`src/rtl/conv_window_scheduler.sv`:
```
// -----------------------------------------------------------------------------
// conv_window_scheduler
//
// Sequences one convolution layer. Walks the loop nest
// kernel -> out-row -> out-col -> depth (depth innermost) and issues one window
// command per step to the line-buffer / MAC array over a valid/ready
// handshake. A credit counter bounds the number of output pixels in flight
// (pixels whose last depth slice was accepted but whose result has not yet
// come back). Returned results are counted; once every pixel of the layer has
// returned, done pulses for one cycle.
//
// Ports
//   clk, rst_n    single clock, asynchronous active-low reset
//   start         1-cycle pulse, begins a layer (only honoured in IDLE)
//   abort         1-cycle pulse, abandons the layer (no done)
//   cmd_valid     window command valid (registered)
//   cmd_ready     datapath accepts the command this cycle
//   cmd_kernel    kernel index
//   cmd_row       output row (window top-left)
//   cmd_col       output col (window top-left)
//   cmd_depth     channel slice
//   cmd_first     first slice of a pixel (clear accumulator)
//   cmd_last      last slice of a pixel (emit output pixel)
//   res_valid     datapath finished one output pixel
//   busy          scheduler is not IDLE
//   done          1-cycle pulse, layer complete
// -----------------------------------------------------------------------------
module conv_window_scheduler #(
    parameter int ROWS            = 20,
    parameter int COLS            = 20,
    parameter int DEPTH           = 8,
    parameter int KERNEL_SIZE     = 3,
    parameter int NUM_KERNELS     = 5,
    parameter int MAX_OUTSTANDING = 4
) (
    input  logic                           clk,
    input  logic                           rst_n,
    input  logic                           start,
    input  logic                           abort,
    output logic                           cmd_valid,
    input  logic                           cmd_ready,
    output logic [$clog2(NUM_KERNELS)-1:0] cmd_kernel,
    output logic [$clog2(ROWS)-1:0]        cmd_row,
    output logic [$clog2(COLS)-1:0]        cmd_col,
    output logic [$clog2(DEPTH)-1:0]       cmd_depth,
    output logic                           cmd_first,
    output logic                           cmd_last,
    input  logic                           res_valid,
    output logic                           busy,
    output logic                           done
);

    localparam int OUT_ROWS     = ROWS - KERNEL_SIZE + 1;
    localparam int OUT_COLS     = COLS - KERNEL_SIZE + 1;
    localparam int TOTAL_PIXELS = NUM_KERNELS * OUT_ROWS * OUT_COLS;

    localparam int KW = $clog2(NUM_KERNELS);
    localparam int RW = $clog2(ROWS);
    localparam int CW = $clog2(COLS);
    localparam int DW = $clog2(DEPTH);
    localparam int PW = $clog2(TOTAL_PIXELS + 1);
    localparam int OW = $clog2(MAX_OUTSTANDING + 1);

    localparam logic [KW-1:0] LAST_K    = KW'(NUM_KERNELS - 1);
    localparam logic [RW-1:0] LAST_R    = RW'(OUT_ROWS - 1);
    localparam logic [CW-1:0] LAST_C    = CW'(OUT_COLS - 1);
    localparam logic [DW-1:0] LAST_D    = DW'(DEPTH - 1);
    localparam logic [PW-1:0] TOTAL_PIX = PW'(TOTAL_PIXELS);
    localparam logic [OW-1:0] MAX_OUT   = OW'(MAX_OUTSTANDING);

    typedef enum logic [1:0] {
        S_IDLE,
        S_ISSUE,
        S_DRAIN,
        S_DONE
    } state_t;

    state_t        state;
    logic [OW-1:0] outstanding;
    logic [OW-1:0] out_next;
    logic [PW-1:0] returned;

    logic          hs;
    logic          last_hs;
    logic          ret;
    logic          final_cmd;
    logic          issue_allowed;
    logic [KW-1:0] k_next;
    logic [RW-1:0] r_next;
    logic [CW-1:0] c_next;
    logic [DW-1:0] d_next;
    logic [DW-1:0] depth_after;

    assign hs        = cmd_valid & cmd_ready;
    assign cmd_first = cmd_valid & (cmd_depth == '0);
    assign cmd_last  = cmd_valid & (cmd_depth == LAST_D);
    assign last_hs   = hs & cmd_last;
    // A result with nothing outstanding (or while idle) is a stray pulse and
    // must not underflow the credit counter or advance the return count.
    assign ret       = res_valid & (outstanding != '0) & (state != S_IDLE);
    assign busy      = (state != S_IDLE);

    // Successor of the current command in the loop nest, depth innermost.
    always_comb begin
        // NOTE: every combinational output gets a default first so no path
        // leaves it unassigned, which would otherwise infer a latch.
        d_next    = cmd_depth + DW'(1);
        c_next    = cmd_col;
        r_next    = cmd_row;
        k_next    = cmd_kernel;
        final_cmd = 1'b0;
        if (cmd_depth == LAST_D) begin
            d_next = '0;
            c_next = cmd_col + CW'(1);
            if (cmd_col == LAST_C) begin
                c_next = '0;
                r_next = cmd_row + RW'(1);
                if (cmd_row == LAST_R) begin
                    r_next = '0;
                    k_next = cmd_kernel + KW'(1);
                    if (cmd_kernel == LAST_K) begin
                        k_next    = '0;
                        final_cmd = 1'b1;
                    end
                end
            end
        end
    end

    // Credit bookkeeping: a pixel is charged when its last slice is accepted
    // and refunded when its result returns; both together cancel out.
    always_comb begin
        out_next = outstanding;
        if (last_hs && !ret) begin
            out_next = outstanding + OW'(1);
        end else if (!last_hs && ret) begin
            out_next = outstanding - OW'(1);
        end
    end

    // Only the first slice of a pixel waits for credit; the remaining slices
    // of a pixel that has already started always proceed.
    assign depth_after   = hs ? d_next : cmd_depth;
    assign issue_allowed = (depth_after != '0) || (out_next < MAX_OUT);

    always_ff @(posedge clk or negedge rst_n) begin
        if (!rst_n) begin
            state       <= S_IDLE;
            cmd_valid   <= 1'b0;
            cmd_kernel  <= '0;
            cmd_row     <= '0;
            cmd_col     <= '0;
            cmd_depth   <= '0;
            outstanding <= '0;
            returned    <= '0;
            done        <= 1'b0;
        end else begin
            // NOTE: state is updated with non-blocking assignments so every
            // register samples the pre-edge values, independent of order.
            done <= 1'b0;
            if (state == S_IDLE) begin
                if (start) begin
                    state       <= S_ISSUE;
                    cmd_valid   <= 1'b1;
                    cmd_kernel  <= '0;
                    cmd_row     <= '0;
                    cmd_col     <= '0;
                    cmd_depth   <= '0;
                    outstanding <= '0;
                    returned    <= '0;
                end
            end else if (abort) begin
                state       <= S_IDLE;
                cmd_valid   <= 1'b0;
                cmd_kernel  <= '0;
                cmd_row     <= '0;
                cmd_col     <= '0;
                cmd_depth   <= '0;
                outstanding <= '0;
                returned    <= '0;
            end else begin
                outstanding <= out_next;
                if (ret) begin
                    returned <= returned + PW'(1);
                end
                case (state)
                    S_ISSUE: begin
                        if (hs) begin
                            cmd_kernel <= k_next;
                            cmd_row    <= r_next;
                            cmd_col    <= c_next;
                            cmd_depth  <= d_next;
                        end
                        // The final successor wraps to all zeros, so the
                        // fields are already cleared when entering DRAIN.
                        if (hs && final_cmd) begin
                            state     <= S_DRAIN;
                            cmd_valid <= 1'b0;
                        end else begin
                            cmd_valid <= issue_allowed;
                        end
                    end
                    S_DRAIN: begin
                        if (returned == TOTAL_PIX) begin
                            state <= S_DONE;
                            done  <= 1'b1;
                        end
                    end
                    S_DONE: begin
                        state       <= S_IDLE;
                        outstanding <= '0;
                        returned    <= '0;
                    end
                    default: begin
                        state <= S_IDLE;
                    end
                endcase
            end
        end
    end

endmodule

```
`config.mk`:
```
export PLATFORM = sky130hd
export DESIGN_NAME = conv_window_scheduler
export DESIGN_NICKNAME = d
export VERILOG_FILES = /design/src/rtl/conv_window_scheduler.sv
export SDC_FILE = /design/constraint.sdc
export NUM_CORES = 1
export LEC_CHECK = 0
export ABC_AREA = 1
export CAP_MARGIN = 0
export CORE_UTILIZATION = 56
export DETAILED_ROUTE_END_ITERATION = 7
export PLACE_DENSITY = 0.8
export RECOVER_POWER = 25
export SYNTH_ARGS = -nofsm -noshare
export SYNTH_HDL_FRONTEND = slang
export SYNTH_SLANG_ARGS = --single-unit
```
`constraint.sdc`:
```
create_clock -name clk -period 2.15 [get_ports clk]
set_input_delay 0.3225 -clock clk [delete_from_list [all_inputs] [get_ports clk]]
set_output_delay 0.3225 -clock clk [all_outputs]
set_load 0.005 [all_outputs]
```
; Word level (Yosys, flattened, before mapping)
; Cells that the tools add are included.
[word_totals]
wordCells = 114
reg_bits = 34
out_inout_bits = 21
input_bits = 6
[op_classes]
n_bitwise = 6
n_reduce_logical = 23
order_cmp = 1
add_sub_neg = 7
n_eq_ne = 11
muxes = 57
[ops]
columns = cell, n
row1 = 5-bit two-way mux, 14
row2 = 3-bit two-way mux, 19
row3 = 11-bit two-way mux, 5
row4 = 3-bit nonzero test, 7
row5 = 1-bit two-way mux, 13
row6 = "11-bit by 1-bit adder with 11-bit output, second input constant", 1
row7 = "11-bit == test, second input constant", 1
row8 = "5-bit by 1-bit adder with 5-bit output, second input constant", 2
row9 = "5-bit == test, second input constant", 2
row10 = 2-bit two-way mux, 5
row11 = "3-bit by 1-bit adder with 3-bit output, second input constant", 3
row12 = "4-bit != test, second input constant", 2
row13 = 1-bit AND, 6
row14 = "3-bit == test, second input constant", 2
row15 = 6-bit AND reduction, 1
row16 = 5-bit AND reduction, 1
row17 = "2-bit == test, second input constant", 2
row18 = 2-bit one-hot mux with 2 select lines, 1
row19 = 2-bit AND reduction, 2
row20 = 4-bit AND reduction, 1
row21 = 4-bit nonzero test, 1
row22 = 1-bit logical AND, 3
row23 = 3-bit zero test, 1
row24 = "3-bit less-than comparator, second input constant", 1
row25 = 8 further kinds, 9

; Depth between registers and ports, before layout
; Gate-level depths: netlist of run 1.
[depth]
depth_word = 13
ltp_mapped = 12
ltp_nobuf = 11

; Least setup slack after synthesis of run 1
; No wires, ideal clock.
[synth_path]
path_type = reg-to-reg
start = reg state[1]
end = reg cmd_row[0]
required_ns = 2.031
synth_period_minus_slack_ns = 1.670
setup_slack_ns = 0.480
setup_time_ns = 0.119
t_arrival_ns = 1.551
path_stages_with_launch = 10
path_cell_list = dfrtp_1 > inv_1 > ha_1 > inv_2 > or2_4 > nand2_4 > nor2_4 > nand2_8 > inv_2 > o21a_1
[synth_via]
elab_chain_cells = 3
elab_cells_between_ends = 9
cone_classes = 2 x eq/ne / 1 x mux / 6 x reduce/logical
[synth_lines]
columns = item, line_no
row1 = "start, declared", 78  ; state_t state;
row2 = "start signal, assigned", 148  ; state <= S_IDLE;
row3 = "start signal, assigned", 163  ; state <= S_ISSUE;
row4 = "start signal, assigned", 173  ; state <= S_IDLE;
row5 = 2-bit by 1-bit == test with 1-bit output / 2-bit zero test (equally long branches), "186, 161"
row6 = 3-bit nonzero test (no line) / 2-bit != test (equally long branches), --
row7 = 5-bit AND reduction (no line), --
row8 = "end signal, assigned", 190  ; cmd_row <= r_next;
row9 = "end, declared", 43  ; output logic [$clog2(ROWS)-1:0] cmd_row,
; Several ways; a longest one is shown, not always the timed one.
; A chain may end at the register's enable or synchronous reset.

; Worst setup path after layout of run 1
[layout_path]
start = reg state[0]
end = out busy
[layout_via]
elab_chain_cells = 1
[layout_lines]
columns = item, line_no
row1 = 2-bit nonzero test, 101  ; assign busy = (state != S_IDLE);
row2 = "end, declared", 49  ; output logic busy,
; Every way passes these cells.

==> results.md, run 1 <==
- Count of input and output buffers: 26
- Max IR drop VDD: 684 uV
- DIE HEIGHT: 65.8 um
- Rel. slew slack: 44.8%
- Max Fclk: 500 MHz
- Fin. Hold Viols: 0
- Worst-path clk slew: 0.06 ns
- Tmin final: 2.00 ns
- Total GRT Usage: 26.1%
- Sequential share of the synthesized area: 37.4%
- RSZ-0062 raised after global routing: no
- Layout Skew: 0.00781 ns
- Global route total overflow: 0
- CTS Root Buffer Type: clkbuf_8
- Design Area, Final: 2710 um2
- HP Class: reg2reg
- CP Launch Type: register
- Total CTS buffers: 5
- Final Cycle Share: 93.1%
- Slew Limit Fails: 0
- Row Count: 22
- Routed Antenna Nets: 0
- Clock Latency Late Sink: 0.29 ns
- Multi-input logic area: 1250 um2
- Pin count of the biggest net entering global routing: 35
- Synth Warn #: 0
- Max Fanout on Critical Path: 7
- First-pass DRT Iterations: 4
- Cells after Synth: 297
- CP max stage delay: 0.49 ns
- Post-synth cell types: 31
- Drt total wl: 4740 um
- Worst path slowest cell: clkdlybuf4s50_1
- Setup TNS: 0 ns
- Layout filler cell count: 317
- First-pass GRT wire length: 8540 um
- Arrival @ worst endpoint: 1.68 ns
- WL/cell: 12.5 um
- PD cells: 963 nW/um2
- CP Class: reg2out
- Initial antenna violation count: 0
- Ports: 27
- R2r setup slk: 0.25 ns
- DR vias/cell: 5.38
- Cell leakage power: 0.00126 uW
- Seq. cell area: 851 um2
- Setup bufs post-CTS: 0
- Data required time at the worst endpoint: 1.83 ns
- Syn avg cell area: 7.67 um2
- TritonCTS clock tree: yes
- Die area: 4330 um2
- Nets: 357
- DIE WIDTH: 65.8 um
- Area of the core: 3770 um2
- Clk sink count: 34
- Vias in the first global route: 1,944
- Post-synthesis net count: 321
- Maxcap violations: 0
- DP Area: 2620 um2
- Endpoints failing setup: 0
- Detail Placement HPWL: 3680 um
- CP Capture Type: primary output
- Crit-path cells: inv_1 > ha_4 > inv_2 > buf_4 > clkdlybuf4s50_1
- Share of cells above drive strength 1: 9.64%
- Slew @ Worst Pin: 0.828 ns
- GPL Wtd Cong: 0.909
- Synth Cell Area: 2280 um2
- H-tree lvl count: 2
- Largest cells by area after synthesis: dfrtp_1 (37%), nand2_1 (11%), ha_1 (9.9%)
- Initial DRC count: 150
- Synth area leader: dfrtp_1
- N_diodes: 0
- Vias: 2,043
- Remaining routing DRC violations: 0
- Clock Tree Buf Depth: 2
- Starting Density: 60.4%
- Area grow syn2layout: 19.0%
- Yosys reg bits: 34
- Share of the synthesized area in the top cell type: 37.4%
- Status: finished, final reports clean
[logic make-up after synthesis]
| family | count (synthesis) | share of synthesized area, % |
|---|---|---|
| flops | 34 | 37.4 |
| simple gates | 151 | 32.5 |
| buf+inv | 48 | 8.41 |
| compound gates | 43 | 10.7 |
| fa+ha+maj | 18 | 9.89 |
| xor+xnor | 3 | 1.15 |
[layout make-up]
cell class | count | area share, %
clock buffers | 6 | 3.05
inverters | 46 | 6.37
multi-input cells | 215 | 46.1
flip-flops and latches | 34 | 31.4
well taps | 48 | 2.22
repair buffers | 31 | 10.9
[registers in the layout, summed over array words and instances (netlist names)]
name         count
done             1
cmd_depth        3
cmd_row          5
state            2
cmd_col          5
cmd_kernel       3
cmd_valid        1
outstanding      3
returned        11
[where the power goes]
group	total [uW]	internal (uW)	switching (uW)
Clock	458	246	211
Sequential	856	737	119
Combinational	1300	533	763
[metal layers]
metal	vias to the layer above	wire, um	track usage, %
met4	0	70	8.70
li1	1046	-	-
met3	7	252	5.34
met1	932	2270	35.0
met2	58	2150	41.8
met5	-	0	0
[synthesized netlist by cell type (all sizes together)]
cell type	number
nand2	72
inv	46
dfrtp	34
nor2	29
nand3	27
o21ai	22
ha	18
nand4	11
a21oi	10
nor3	8
o31ai	6
xor2	3
a31oi	2
buf	2
nor4	2
nor3b	1
o211ai	1
o21a	1
o21bai	1
or2	1
[layout by cell type, fill, tap and decap left out, drive strengths merged]
cell / count
nand2: 72
inv: 46
dfrtp: 34
nor2: 29
nand3: 27
clkdlybuf4s50: 25
o21ai: 22
ha: 18
nand4: 11
a21oi: 10
nor3: 8
clkbuf: 7
o31ai: 6
buf: 4
xor2: 3
nor4: 2
a31oi: 2
or2: 1
o21a: 1
o211ai: 1
o21bai: 1
nor3b: 1
dlygate4sd3: 1
[worst paths after layout]
check / to / startpoint / cells past startpoint
setup / recovery: busy / state[0] / 5
hold / removal: outstanding[0] / outstanding[0] / 2
setup reg to reg: cmd_row[0] / cmd_depth[0] / 10
hold reg to reg: outstanding[0] / outstanding[0] / 2
max in group asynchronous: outstanding[1] / rst_n / 2
min in group asynchronous: returned[0] / rst_n / 2
[per-stage QoR]
step | total power, uW | util [%] | hold WS, ns | cells | setup slack (ns)
after floorplan | 1700 | - | 0.0269 | 297 | 0.480
after detailed placement | 2120 | 69.4 | 0.492 | 374 | 0.123
after CTS | 2590 | 71.6 | 0.453 | 380 | 0.0251
after global placement | 2090 | 69.4 | 0.493 | 374 | 0.138
final | 2610 | 71.8 | 0.499 | 380 | 0.149
after global routing | 2840 | 71.8 | 0.551 | 380 | 0.0390
[critical path: cells and delay by family (launching register included)]
family     cells  cell delay (ns)
buf+inv        4             0.78
flops          1             0.41
fa+ha+maj      1             0.20
[timing repair]
item	in CTS	in global routing
gates resized for setup	0	2
hold buffers	0	0
setup endpoints to repair	0	1
No activity file was read; power rests on OpenSTA's default activity.
==> inputs of run 2 (changes only) <==
CELL_PAD_IN_SITES_DETAIL_PLACEMENT = 2   (was default)
CELL_PAD_IN_SITES_GLOBAL_PLACEMENT = 2   (was default)
CORE_UTILIZATION = 32   (was 56)
PLACE_DENSITY = default   (was 0.8)
PLACE_DENSITY_LB_ADDON = 0.1   (was default)
==> results.md, run 2 (synthesis gave the netlist of run 1 again) <==
- Area of the core: 6830 um2
- Largest register by flop count: returned
- Routed Antenna Nets: 0
- N_diodes: 0
- Max Fanout on Critical Path: 7
- Slew @ Worst Pin: 0.932 ns
- Row Count: 30
- Clk sink count: 34
- Internal: 1630 uW
- Ports: 27
- Final Cycle Share: 94.3%
- Worst hold margin: 0.155 ns
- Tmin final: 2.03 ns
- Arrival @ worst endpoint: 1.71 ns
- Post-CTS Hold Fix Bufs: 0
- First-pass DRT Iterations: 4
- PD cells: 1020 nW/um2
- Top flop regs: returned: 11 flops, cmd_col: 5 flops, cmd_row: 5 flops
- Clock Tree Buf Depth: 2
- Nets: 358
- Switching share of power: 42.8%
- Layout Skew: 0.00576 ns
- Drt total wl: 6550 um
- Endpoints failing setup: 0
- Data required time at the worst endpoint: 1.83 ns
- H-tree lvl count: 2
- DIE WIDTH: 86.4 um
- Max reg flops: 11
- CP delay by family, top: buffers and inverters
- Starting Density: 33.3%
- Setup bufs post-CTS: 0
- Fin. Hold Viols: 0
- CP max stage delay: 0.45 ns
- Flop pwr share: 29.7%
- Clk pwr share: 20.2%
- Share of cells above drive strength 1: 11.0%
- Setup TNS: 0 ns
- Detail Placement HPWL: 5030 um
- Max Fclk: 493 MHz
- Initial DRC count: 50
- DIE HEIGHT: 86.4 um
- Total GRT Usage: 19.3%
- CP Class: reg2out
- Pin count of the biggest net entering global routing: 35
- Area grow syn2layout: 23.4%
- Remaining routing DRC violations: 0
- Maxcap violations: 0
- Multi-input logic area: 1240 um2
- Most common cell after layout, fill and taps aside: nand2_1
- Layout filler cell count: 820
- Initial antenna violation count: 0
- Worst Path Buf+Inv: 4
- Status: finished, final reports clean
- Vias: 2,109
- Crit-path cells: inv_1 > ha_2 > inv_2 > buf_4 > clkdlybuf4s50_1
- CP Capture Type: primary output
- Cell leakage power: 0.00129 uW
- Rel. slew slack: 37.9%
- WL/cell: 15.2 um
- Vias in the first global route: 2,227
- Resized cells post-CTS: 0
- DR vias/cell: 4.89
- Clock Latency Late Sink: 0.29 ns
- TritonCTS clock tree: yes
- First-pass GRT wire length: 11,100 um
- Die area: 7460 um2
- Global route total overflow: 0
- Most frequent cells in the layout: nand2_1 (68), inv_1 (40), dfrtp_1 (34)
- Worst path slowest cell: clkdlybuf4s50_1
- Seq. cell area: 851 um2
- CTS Root Buffer Type: clkbuf_8
- Comb power frac: 50.1%
- Worst-path clk slew: 0.08 ns
- CP Launch Type: register
- RSZ-0062 raised after global routing: no
- Count of input and output buffers: 26
- Total CTS buffers: 5
- Sw power: 1220 uW
- Slew Limit Fails: 0
- GPL Wtd Cong: 0.851
- Max IR drop VDD: 349 uV
- HP Class: in2async
## run 2: worst reg2reg max path, stage by stage (launching register included)
cell and delay [ns]:
dfrtp_1 0.35, inv_1 0.06, ha_2 0.24, nor2_2 0.39, inv_2 0.14, nor2_4 0.22, inv_1 0.11, o31ai_1 0.26
## run 2: final timing paths
check	startpoint	endpoint	slack (ns)	cells after the start
setup / recovery	state[1]	busy	0.12	5
hold / removal	rst_n	returned[2]	0.15	1
setup reg to reg	state[0]	cmd_row[3]	0.28	7
hold reg to reg	returned[2]	returned[2]	0.51	1
max in group asynchronous	rst_n	cmd_kernel[2]	1.41	1
min in group clk	returned[2]	returned[2]	0.51	1
## run 2: through the flow
stage | area, um2 | instances | utilization (%) | total power [uW] | setup slack [ns]
4_1_cts | 2800 | 431 | 41.0 | 2900 | 0.00670
3_5_place_dp | 2690 | 423 | 39.4 | 2290 | -0.000272
3_3_place_gp | 2690 | 423 | 39.4 | 2240 | 0.122
2_1_floorplan | 2280 | 297 | - | 1700 | 0.480
5_1_grt | 2810 | 431 | 41.1 | 3090 | 0.0173
6_report | 2810 | 431 | 41.1 | 2860 | 0.121
## run 2: per-layer routing
layer	wire [um]	part of all wire [%]	track usage, %	vias up
met3	128	2.0	2.57	8
li1	-	-	-	1045
met4	85	1.3	5.91	0
met5	0	0	0	-
met1	3340	51	26.4	1033
met2	2990	46	31.8	23
## run 2: final cells by class
class	instances	share of cell area, %
well taps	96	4.28
flip-flops and latches	34	30.3
clock buffers	8	3.92
repair buffers	32	11.1
multi-input cells	215	44.2
inverters	46	6.15
## run 2: power by group through the flow
| stage | Clock, uW | Sequential (uW) | Combinational (uW) |
|---|---|---|---|
| after global placement | 0 | 850 | 1390 |
| after global routing | 616 | 866 | 1600 |
| after CTS | 601 | 848 | 1450 |
| after detailed placement | 0 | 858 | 1430 |
| after floorplan | 0 | 849 | 855 |
| final | 577 | 848 | 1430 |
==> inputs of run 3 (changes only) <==
CORE_ASPECT_RATIO = 0.7   (was default)
==> results.md, run 3 (synthesis gave the netlist of run 1 again) <==
- H-tree lvl count: 2
- Max Fclk: 492 MHz
- Arrival @ worst endpoint: 1.71 ns
- CP Launch Type: register
- Clock Tree Buf Depth: 2
- Initial DRC count: 55
- Worst-path clk slew: 0.07 ns
- Count of input and output buffers: 26
- Max IR drop VDD: 303 uV
- CTS Root Buffer Type: clkbuf_8
- Final Cycle Share: 94.5%
- GPL Wtd Cong: 0.748
- Fin. Hold Viols: 0
- Starting Density: 33.4%
- CP Class: reg2out
- Top flop regs: returned: 11 flops, cmd_col: 5 flops, cmd_row: 5 flops
- Global route total overflow: 0
- Clk sink count: 34
- Post-CTS Hold Fix Bufs: 0
- Setup TNS: 0 ns
- Detail Placement HPWL: 5550 um
- DR vias/cell: 4.97
- Vias: 2,136
- CP Capture Type: primary output
- Routed Antenna Nets: 0
- First-pass GRT wire length: 11,800 um
- Max reg flops: 11
- WL/cell: 16.2 um
- Largest register by flop count: returned
- RSZ-0062 raised after global routing: no
- Die area: 7460 um2
- Reg2reg start: state[1]
- Most frequent cells in the layout: nand2_1 (68), inv_1 (40), dfrtp_1 (34)
- DIE HEIGHT: 72.6 um
- Endpoints failing setup: 0
- PD cells: 1000 nW/um2
- Rel. slew slack: 37.4%
- DIE WIDTH: 103 um
- Worst Setup SP: cmd_depth[0]
- Total CTS buffers: 5
- Row Count: 25
- Max Fanout on Critical Path: 4
- HP Class: in2async
- Drt total wl: 6960 um
- Data required time at the worst endpoint: 1.83 ns
- Cell leakage power: 0.00128 uW
- N_diodes: 0
- Area grow syn2layout: 22.4%
- Slew @ Worst Pin: 0.938 ns
- Layout filler cell count: 821
- Vias in the first global route: 2,310
- Tmin final: 2.03 ns
- Initial antenna violation count: 0
- Remaining routing DRC violations: 0
- Most common cell after layout, fill and taps aside: nand2_1
- Slew Limit Fails: 0
- Share of cells above drive strength 1: 10.7%
- Worst hold margin: 0.163 ns
- TritonCTS clock tree: yes
- Status: finished, final reports clean
- Pin count of the biggest net entering global routing: 35
- Layout Skew: 0.00622 ns
- Ports: 27
- Area of the core: 6820 um2
- Maxcap violations: 0
- Nets: 360
- Total GRT Usage: 20.9%
- First-pass DRT Iterations: 4
- Clock Latency Late Sink: 0.29 ns
run 3: cell types whose count changed in the layout (fill, tap and decap cells not counted), sizes merged:
cell    previous run  this run
buf                6         8
clkbuf             9         8
run 3: per-stage QoR:
step	utilization (%)	total power [uW]	setup WS [ns]	cells	area, um2
floorplan	-	1700	0.480	297	2280
global placement	39.7	2290	0.165	423	2700
detailed placement	39.7	2350	0.0900	423	2700
CTS	40.8	2830	0.0426	430	2780
global route	40.9	3020	0.00326	430	2790
finish	40.9	2800	0.119	430	2790
run 3: cell type report:
class	instances	area, um2	area share [%]
flip-flops and latches	34	851	30.5
inverters	46	173	6.19
clock buffers	7	76.3	2.74
repair buffers	34	328	11.8
well taps	94	118	4.22
multi-input cells	215	1240	44.6
run 3: path summary, 6_finish.rpt:
check | endpoint | slack, ns | depth (start not counted)
setup / recovery | cmd_last | 0.12 | 5
hold / removal | returned[0] | 0.16 | 1
setup reg to reg | returned[6] | 0.22 | 12
hold reg to reg | outstanding[0] | 0.51 | 2
max in group asynchronous | cmd_kernel[0] | 1.40 | 1
min in group clk | outstanding[0] | 0.51 | 2
run 3: critical path, stage by stage, from the launching register on:
cell             delay [ns]
dfrtp_1                0.42
ha_1                   0.19
ha_1                   0.21
nand2_1                0.07
inv_1                  0.05
clkdlybuf4s50_1        0.49
run 3: repair_timing:
action	4_1_cts	5_1_grt
setup buffers	0	0
gates resized for setup	0	3
setup endpoints to repair	0	7
hold endpoints to repair	0	0
run 3: layer usage:
metal	vias up	share of wire, %	track usage, %
li1	1052	-	-
met1	1051	55	31.6
met2	28	42	30.8
met3	5	2.0	3.45
met4	0	0.76	5.32
met5	-	0	0
run 3: power breakdown:
part / switching [uW] / internal, uW / leakage (uW)
combinational: 874 / 607 / 0.000774
clock: 240 / 223 / 0.0000383
sequential: 119 / 736 / 0.000464
total: 1230 / 1570 / 0.00128
